--- src/rtl/bcd_pkg.sv ---
// rtl/bcd_pkg.sv - shared BCD digit type, limits and validity check
package bcd_pkg;

  typedef logic [3:0] bcd_digit_t;

  localparam bcd_digit_t BCD_MAX = 4'd9;
  localparam bcd_digit_t BCD_MIN = 4'd0;

  function automatic logic bcd_valid(input bcd_digit_t digit);
    return digit <= BCD_MAX;
  endfunction

endpackage

--- src/rtl/bcd_digit.sv ---
// rtl/bcd_digit.sv - one decade register with load, increment and decrement
module bcd_digit
  import bcd_pkg::*;
(
  input  logic       clk,
  input  logic       reset,
  input  logic       inc,
  input  logic       dec,
  input  logic       ld,
  input  logic [3:0] ld_val,
  output logic [3:0] q,
  output logic       at_max,
  output logic       at_min
);

  assign at_max = (q == BCD_MAX);
  assign at_min = (q == BCD_MIN);

  // Invalid load digits become 0 so q never leaves 0..9.
  always_ff @(posedge clk or negedge reset) begin
    if (!reset) begin
      q <= BCD_MIN;
    end else if (ld) begin
      q <= bcd_valid(ld_val) ? ld_val : BCD_MIN;
    end else if (inc) begin
      q <= at_max ? BCD_MIN : q + 4'd1;
    end else if (dec) begin
      q <= at_min ? BCD_MAX : q - 4'd1;
    end
  end

endmodule

--- src/rtl/bcd_counter.sv ---
// rtl/bcd_counter.sv - cascaded multi-digit BCD up/down counter with wrap or saturate
module bcd_counter
  import bcd_pkg::*;
#(
  parameter int DIGITS = 4,
  parameter int WRAP   = 1
) (
  input  logic                  clk,
  input  logic                  reset,
  input  logic                  en,
  input  logic                  up,
  input  logic                  load,
  input  logic [4*DIGITS-1:0]   load_value,
  output logic [4*DIGITS-1:0]   q,
  output logic                  tc,
  output logic                  carry,
  output logic                  load_err
);

  localparam logic SATURATE = (WRAP == 0) ? 1'b1 : 1'b0;

  logic [DIGITS-1:0] at_max;
  logic [DIGITS-1:0] at_min;
  logic [DIGITS-1:0] max_pre;
  logic [DIGITS-1:0] min_pre;
  logic [DIGITS-1:0] bad;
  logic              count;
  logic              terminal;
  logic              step_up;
  logic              step_dn;

  assign count    = en & ~load;
  assign terminal = up ? (&at_max) : (&at_min);
  assign tc       = count & terminal;
  assign step_up  = count & up & ~(SATURATE & terminal);
  assign step_dn  = count & ~up & ~(SATURATE & terminal);

  // Digit i moves only when every lower digit is about to roll over.
  always_comb begin
    max_pre    = '0;
    min_pre    = '0;
    max_pre[0] = 1'b1;
    min_pre[0] = 1'b1;
    for (int i = 1; i < DIGITS; i++) begin
      max_pre[i] = max_pre[i-1] & at_max[i-1];
      min_pre[i] = min_pre[i-1] & at_min[i-1];
    end
  end

  for (genvar i = 0; i < DIGITS; i++) begin : g_digit
    assign bad[i] = ~bcd_valid(load_value[4*i +: 4]);

    bcd_digit u_digit (
      .clk    (clk),
      .reset  (reset),
      .inc    (step_up & max_pre[i]),
      .dec    (step_dn & min_pre[i]),
      .ld     (load),
      .ld_val (load_value[4*i +: 4]),
      .q      (q[4*i +: 4]),
      .at_max (at_max[i]),
      .at_min (at_min[i])
    );
  end

  always_ff @(posedge clk or negedge reset) begin
    if (!reset) begin
      carry    <= 1'b0;
      load_err <= 1'b0;
    end else begin
      carry    <= tc;
      load_err <= load & (|bad);
    end
  end

endmodule

--- config.mk ---
export PLATFORM = sky130hd
export DESIGN_NAME = bcd_counter
export DESIGN_NICKNAME = d
export VERILOG_FILES = /design/src/rtl/bcd_pkg.sv /design/src/rtl/bcd_digit.sv /design/src/rtl/bcd_counter.sv
export SDC_FILE = /design/constraint.sdc
export NUM_CORES = 1
export LEC_CHECK = 0
export ABC_AREA = 1
export BUFFER_PORTS_ARGS = -buffer_cell sky130_fd_sc_hd__clkbuf_2
export CORE_MARGIN = 2
export CORE_UTILIZATION = 40
export CTS_BUF_LIST = sky130_fd_sc_hd__clkbuf_2 sky130_fd_sc_hd__clkbuf_4 sky130_fd_sc_hd__clkbuf_8
export CTS_CLUSTER_SIZE = 10
export DETAILED_ROUTE_END_ITERATION = 16
export PLACE_DENSITY = 0.74
export SYNTH_ARGS = -nofsm -noshare
export SYNTH_HDL_FRONTEND = slang
export SYNTH_HIERARCHICAL = 1
export SYNTH_SLANG_ARGS = --single-unit
--- constraint.sdc ---
create_clock -name clk -period 3.59 [get_ports clk]
set_clock_uncertainty 0.05 [all_clocks]
set_input_delay 0.359 -clock clk [delete_from_list [all_inputs] [get_ports clk]]
set_output_delay 0.359 -clock clk [all_outputs]
set_load 0.02 [all_outputs]
[Word-level counts from Yosys, hierarchy flattened]
Index checks and enable logic that the tools add are counted.
Word-level totals
  output and inout port bits: 19
  bits of input ports: 21
  flip-flop bits (word level): 18
  word-level logic and storage cells: 79
Cells by class
  reductions and logical operators: 11
  $add $sub $neg: 8
  bitwise operators: 21
  order comparisons: 4
  multiplexer cells: 25
  eq/ne operators: 4
Operator list (count)
  $mux 4: 24
  $add 4x1->4 const B: 4
  $eq 4x4->1 const B: 4
  $le 4x4->1 const B: 4
  $logic_not 4->1: 4
  $sub 4x1->4 const B: 4
  $and 1x1->1: 15
  $reduce_bool 3->1: 4
  $reduce_and 4->1: 2
  $not 1->1: 6
  $reduce_or 4->1: 1
  $mux 1: 1

[Depth between registers and ports, before layout]
  depth in word-level cells: 7
  gate-level depth with buffers: 11
  mapped depth without buffers: 11

[By module]
Netlist, hierarchy kept.
Modules (own cells, without submodules)
  bcd_digit: seq. area each 100.1 um2, times used 4, cells each 59, area each 372.9 um2
  bcd_counter: seq. area each 50.0 um2, times used 1, cells each 29, area each 188.9 um2

[Worst setup path before layout]
No wires, ideal clock.
  path type: reg2reg
  start: register g_digit[0].u_digit.q[2]
  end: register g_digit[3].u_digit.q[1]
  period minus slack after synthesis: 1.929 ns
  buffers on the path: 0
  required time: 3.471 ns
  path slack: 1.661 ns
  stages on the path, launching flop included: 12
  setup time: 0.069 ns
  arrival time: 1.810 ns
  cells stage by stage: dfrtp_1 inv_1 nand2_4 nor2_2 nand2_1 nor3b_1 inv_1 nor3_1 o21ai_0 nand2_1 nand2_1 nand3_1
On the way
  word-level cells in the longest chain between the ends: 6
  elaborated cells between the ends (all ways): 11
  those cells by class: eq/ne: 1; mux: 2; bitwise: 6; reduce/logical: 2
Ends and longest elaborated chain
  from (decl): line bcd_digit.sv:11  | output logic [3:0] q,
  from (signal assigned): line bcd_digit.sv:24  | q <= bcd_valid(ld_val) ? ld_val : BCD_MIN;
  from (signal assigned): line bcd_digit.sv:26  | q <= at_max ? BCD_MIN : q + 4'd1;
  from (signal assigned): line bcd_digit.sv:28  | q <= at_min ? BCD_MAX : q - 4'd1;
  $eq 4x4->1 (*): line bcd_digit.sv:16  | assign at_max = (q == BCD_MAX);
  named net at_max[0]: line bcd_counter.sv:22  | logic [DIGITS-1:0] at_max;
  $and 1x1->1 (*) (2 in series): line bcd_counter.sv:45  | max_pre[i] = max_pre[i-1] & at_max[i-1];
  $and 1x1->1 (*): line bcd_counter.sv:56  | .inc (step_up & max_pre[i]),
  $mux 4: line bcd_digit.sv:25  | end else if (inc) begin
  $mux 4: line bcd_digit.sv:23  | end else if (ld) begin
  to (signal assigned): line bcd_digit.sv:24
  to (signal assigned): line bcd_digit.sv:26
  to (signal assigned): line bcd_digit.sv:28
  to (decl): line bcd_digit.sv:11
Mark *: on every way through the listed nets, which the timed path passes. The rest lies on a longest branch.
A chain may end at the register's enable or synchronous reset.

[Worst setup path in the final report]
  start: register g_digit[0].u_digit.q[2]
  end: output tc
On the way
  word-level cells in the longest chain between the ends: 4
  elaborated cells between the ends (all ways): 6
  those cells by class: eq/ne: 1; mux: 1; bitwise: 1; reduce/logical: 3
Ends and longest elaborated chain
  $eq 4x4->1: line bcd_digit.sv:16
  named net at_max[0]: line bcd_counter.sv:22
  $reduce_and 4->1: line bcd_counter.sv:33  | assign terminal = up ? (&at_max) : (&at_min);
  $mux 1: line bcd_counter.sv:33
  $and 1x1->1: line bcd_counter.sv:34  | assign tc = count & terminal;
  to (decl): line bcd_counter.sv:15  | output logic tc,
The timed path passes the listed nets, and every way through them passes these cells.

==> impl_metrics.env <==
export IMPL_power_share_combinational_pct=36.2
export IMPL_design_die_area_um2=4740
export IMPL_antenna_found_initial=0
export IMPL_netlist_top_cells_area="dfrtp_1 27%, nand2_1 15%, inv_1 10%, nand3_1 7.7%, o21ai_0 4.8%"
export IMPL_crit_family="simple AND/OR/NAND/NOR gates"
export IMPL_vias=1816
export IMPL_fp_dieH_um=68.8
export IMPL_max_freq_mhz=464
export IMPL_fin_nets=330
export IMPL_ys_ff_latch=18
export IMPL_maxSlewViolCount=0
export IMPL_rsz0062_at_grt="false"
export IMPL_cts_buffers=3
export IMPL_tightestPinTransition_ns=0.502
export IMPL_required_ns=3.18
export IMPL_grt_use_total_pct=18.5
export IMPL_dp_cells=354
export IMPL_cp_num_buf_inv=2
export IMPL_period_needed_ns=2.16
export IMPL_cp_cell_sequence="inv_1 -> nand2_4 -> nor2_2 -> nand2_1 -> nor2_4 -> nand3_1 -> nand2_1 -> clkbuf_2"
export IMPL_grt_pass1_vias=1469
export IMPL_place_hpwl_um=3170
export IMPL_seqPwrFrac_pct=39.2
export IMPL_postCtsResizedCells=0
export IMPL_viasPerCell=5.07
export IMPL_slowest_stage="dfrtp_1"
export IMPL_syn_area_um2=1680
export IMPL_cts_sinks=18
export IMPL_gp_congestion=0.883
export IMPL_die_w_um=68.8
export IMPL_path_max_fanout=7
export IMPL_p_leak_nw=1.07
export IMPL_worstPathArrival_ns=1.75
export IMPL_cts_buffer_depth=2
export IMPL_path_clk_slew_ns=0.07
export IMPL_finalHoldViolCount=2
export IMPL_num_antenna_cells=0
export IMPL_cts_root_buf="clkbuf_8"
export IMPL_yosys_area_top_type="dfrtp_1"
export IMPL_cts_hold_buf=0
export IMPL_wl_per_cell_um=11.6
export IMPL_drt_total_wl_um=4140
export IMPL_ys_warn_count=6
export IMPL_synth_cells=265
export IMPL_max_vdd_ir_drop_uv=144
export IMPL_numPortBuffers=39
export IMPL_insertion_delay_ns=0.26
export IMPL_post_route_period_util_pct=60.0
export IMPL_ctsHtreeMaxLevel=1
export IMPL_core_um2=4030
export IMPL_tns_ns=0
export IMPL_hold_class="in2async"
export IMPL_drive_gt1_share_pct=22.1
export IMPL_yosysUniqueCellTypes=23
export IMPL_synth_area_per_cell_um2=6.34
export IMPL_cp_start_kind="flop"
export IMPL_drv_cap=0
export IMPL_drc_errors=0
export IMPL_final_cell_count_no_fill=358
export IMPL_initial_core_util_pct=41.7
export IMPL_ios=40
export IMPL_violations="negative hold slack"
export IMPL_num_rows=23
export IMPL_crit_path_end_kind="output port"
export IMPL_p_sw_w=0.000286
export IMPL_synth_fp_nets=286
export IMPL_postCtsSetupBuffers=0
export IMPL_whs_ns=-0.00276
export IMPL_slowest_delay_ns=0.45
export IMPL_grt_max_degree=22
export IMPL_crit_type="reg2out"
export IMPL_clockPowerShare_pct=24.6
export IMPL_ys_seq_area_share_pct=26.8
export IMPL_finalSetupViolCount=0
export IMPL_grt_pass1_wl_um=6540
export IMPL_fin_util_pct=49.5
export IMPL_slew_headroom_pct=66.6
export IMPL_status="finished with violations"
export IMPL_drtIter0Drc=115
export IMPL_grt_overflow=0
export IMPL_firstDrtPassIters=4
export IMPL_antenna_left=0
export IMPL_cts_tree="done"
export IMPL_swShare_pct=40.6
export IMPL_area_growth_pct=18.6
export IMPL_synth_top_cell_area_share_pct=26.8
export IMPL_p_int_w=0.000419
export IMPL_power_density_nw_per_um2=354
export IMPL_crit_top_cell="nand2_1"
-- worst reg2reg max path, stage by stage, from the launching register on --
cell      delay (ns)
dfrtp_1         0.45
inv_1           0.17
nand2_4         0.07
nor2_2          0.18
nand2_1         0.13
nor3b_1         0.28
inv_1           0.19
nand3_1         0.17
nor2_1          0.06
a211oi_1        0.23
-- sequential cells by signal, indices dropped and copies added (netlist names) --
register and cells:
g_digit.u_digit/q 16, load_err 1, carry 1
-- area by class of cell --
| cell class | instances | area (µm²) |
|---|---|---|
| fillers | 414 | 2040 |
| multi-input cells | 201 | 1060 |
| flip-flops and latches | 18 | 450 |
| repair buffers | 39 | 195 |
| inverters | 46 | 173 |
| well taps | 50 | 62.6 |
| clock buffers | 4 | 55.1 |
-- layout by cell type (no fill, tap or decap), drive strengths merged --
master,n
nand3,28
o22ai,4
a21oi,8
a211oi,4
nor2,34
a21o,4
o21a,4
o211ai,4
nor3,4
dfrtp,18
clkbuf,43
o21ai,20
nand2,73
inv,46
nand4,8
nor3b,2
o31ai,4
-- path summary, 6_finish.rpt --
check                                               startpoint                             endpoint  slack (ns)  cells after the start
setup / recovery           g_digit[0].u_digit/q[2]$_DFFE_PN0P_                                   tc        1.43                      8
hold / removal                                           reset  g_digit[0].u_digit/q[0]$_DFFE_PN0P_      -0.003                      1
setup reg to reg           g_digit[0].u_digit/q[2]$_DFFE_PN0P_  g_digit[3].u_digit/q[0]$_DFFE_PN0P_        1.52                      9
hold reg to reg            g_digit[0].u_digit/q[0]$_DFFE_PN0P_  g_digit[0].u_digit/q[0]$_DFFE_PN0P_        0.63                      1
max in group asynchronous                                reset                      carry$_DFF_PN0_        3.15                      1
min in group clk                                 load_value[1]  g_digit[0].u_digit/q[1]$_DFFE_PN0P_        0.33                      3
-- synth_stat cells --
master,count
nand2_1,69
inv_1,45
nand3_1,26
nor2_1,20
dfrtp_1,18
o21ai_0,16
nor2_2,9
nand4_1,8
nor2_4,5
a211oi_1,4
a21o_1,4
a21oi_1,4
a21oi_2,4
nand2_4,4
nor3_1,4
o211ai_1,4
o21a_1,4
o21ai_1,4
o22ai_1,4
o31ai_1,4
nand3_2,2
nor3b_1,2
inv_2,1
-- power groups by stage --
stage / Combinational, W / Clock [W] / Sequential (W)
2_1_floorplan: 0.000157 / 0 / 0.000297
3_3_place_gp: 0.000255 / 0 / 0.000279
3_5_place_dp: 0.000255 / 0 / 0.000280
4_1_cts: 0.000256 / 0.000180 / 0.000276
5_1_grt: 0.000292 / 0.000187 / 0.000282
6_report: 0.000255 / 0.000173 / 0.000276
-- cells by family after synthesis --
group                  after synthesis  share of synthesized area (%)
flip-flops                          18                           26.8
AND/OR/NAND/NOR                    149                           43.3
buffers and inverters               46                           10.3
AO/OA/AOI/OAI                       52                           19.7
-- through the flow --
| stage | power (W) | hold slack [ns] | cell area [µm²] | setup WS (ns) |
|---|---|---|---|---|
| 2_1_floorplan | 0.000454 | 0.0134 | 1680 | 1.66 |
| 6_report | 0.000705 | -0.00276 | 1990 | 1.43 |
| 3_5_place_dp | 0.000535 | 0.294 | 1940 | 1.56 |
| 5_1_grt | 0.000761 | 0.0309 | 1990 | 1.26 |
| 3_3_place_gp | 0.000534 | 0.294 | 1940 | 1.64 |
| 4_1_cts | 0.000712 | 0.00812 | 1990 | 1.43 |
-- routing by layer --
metal / up-vias / GRT usage [%] / share of wire, %
met1: 798 / 26.1 / 49
li1: 963 / - / -
met5: - / 0 / 0
met4: 0 / 7.11 / 1.5
met3: 5 / 2.92 / 6.4
met2: 50 / 28.2 / 43
Power figures use the tool's default switching activity.
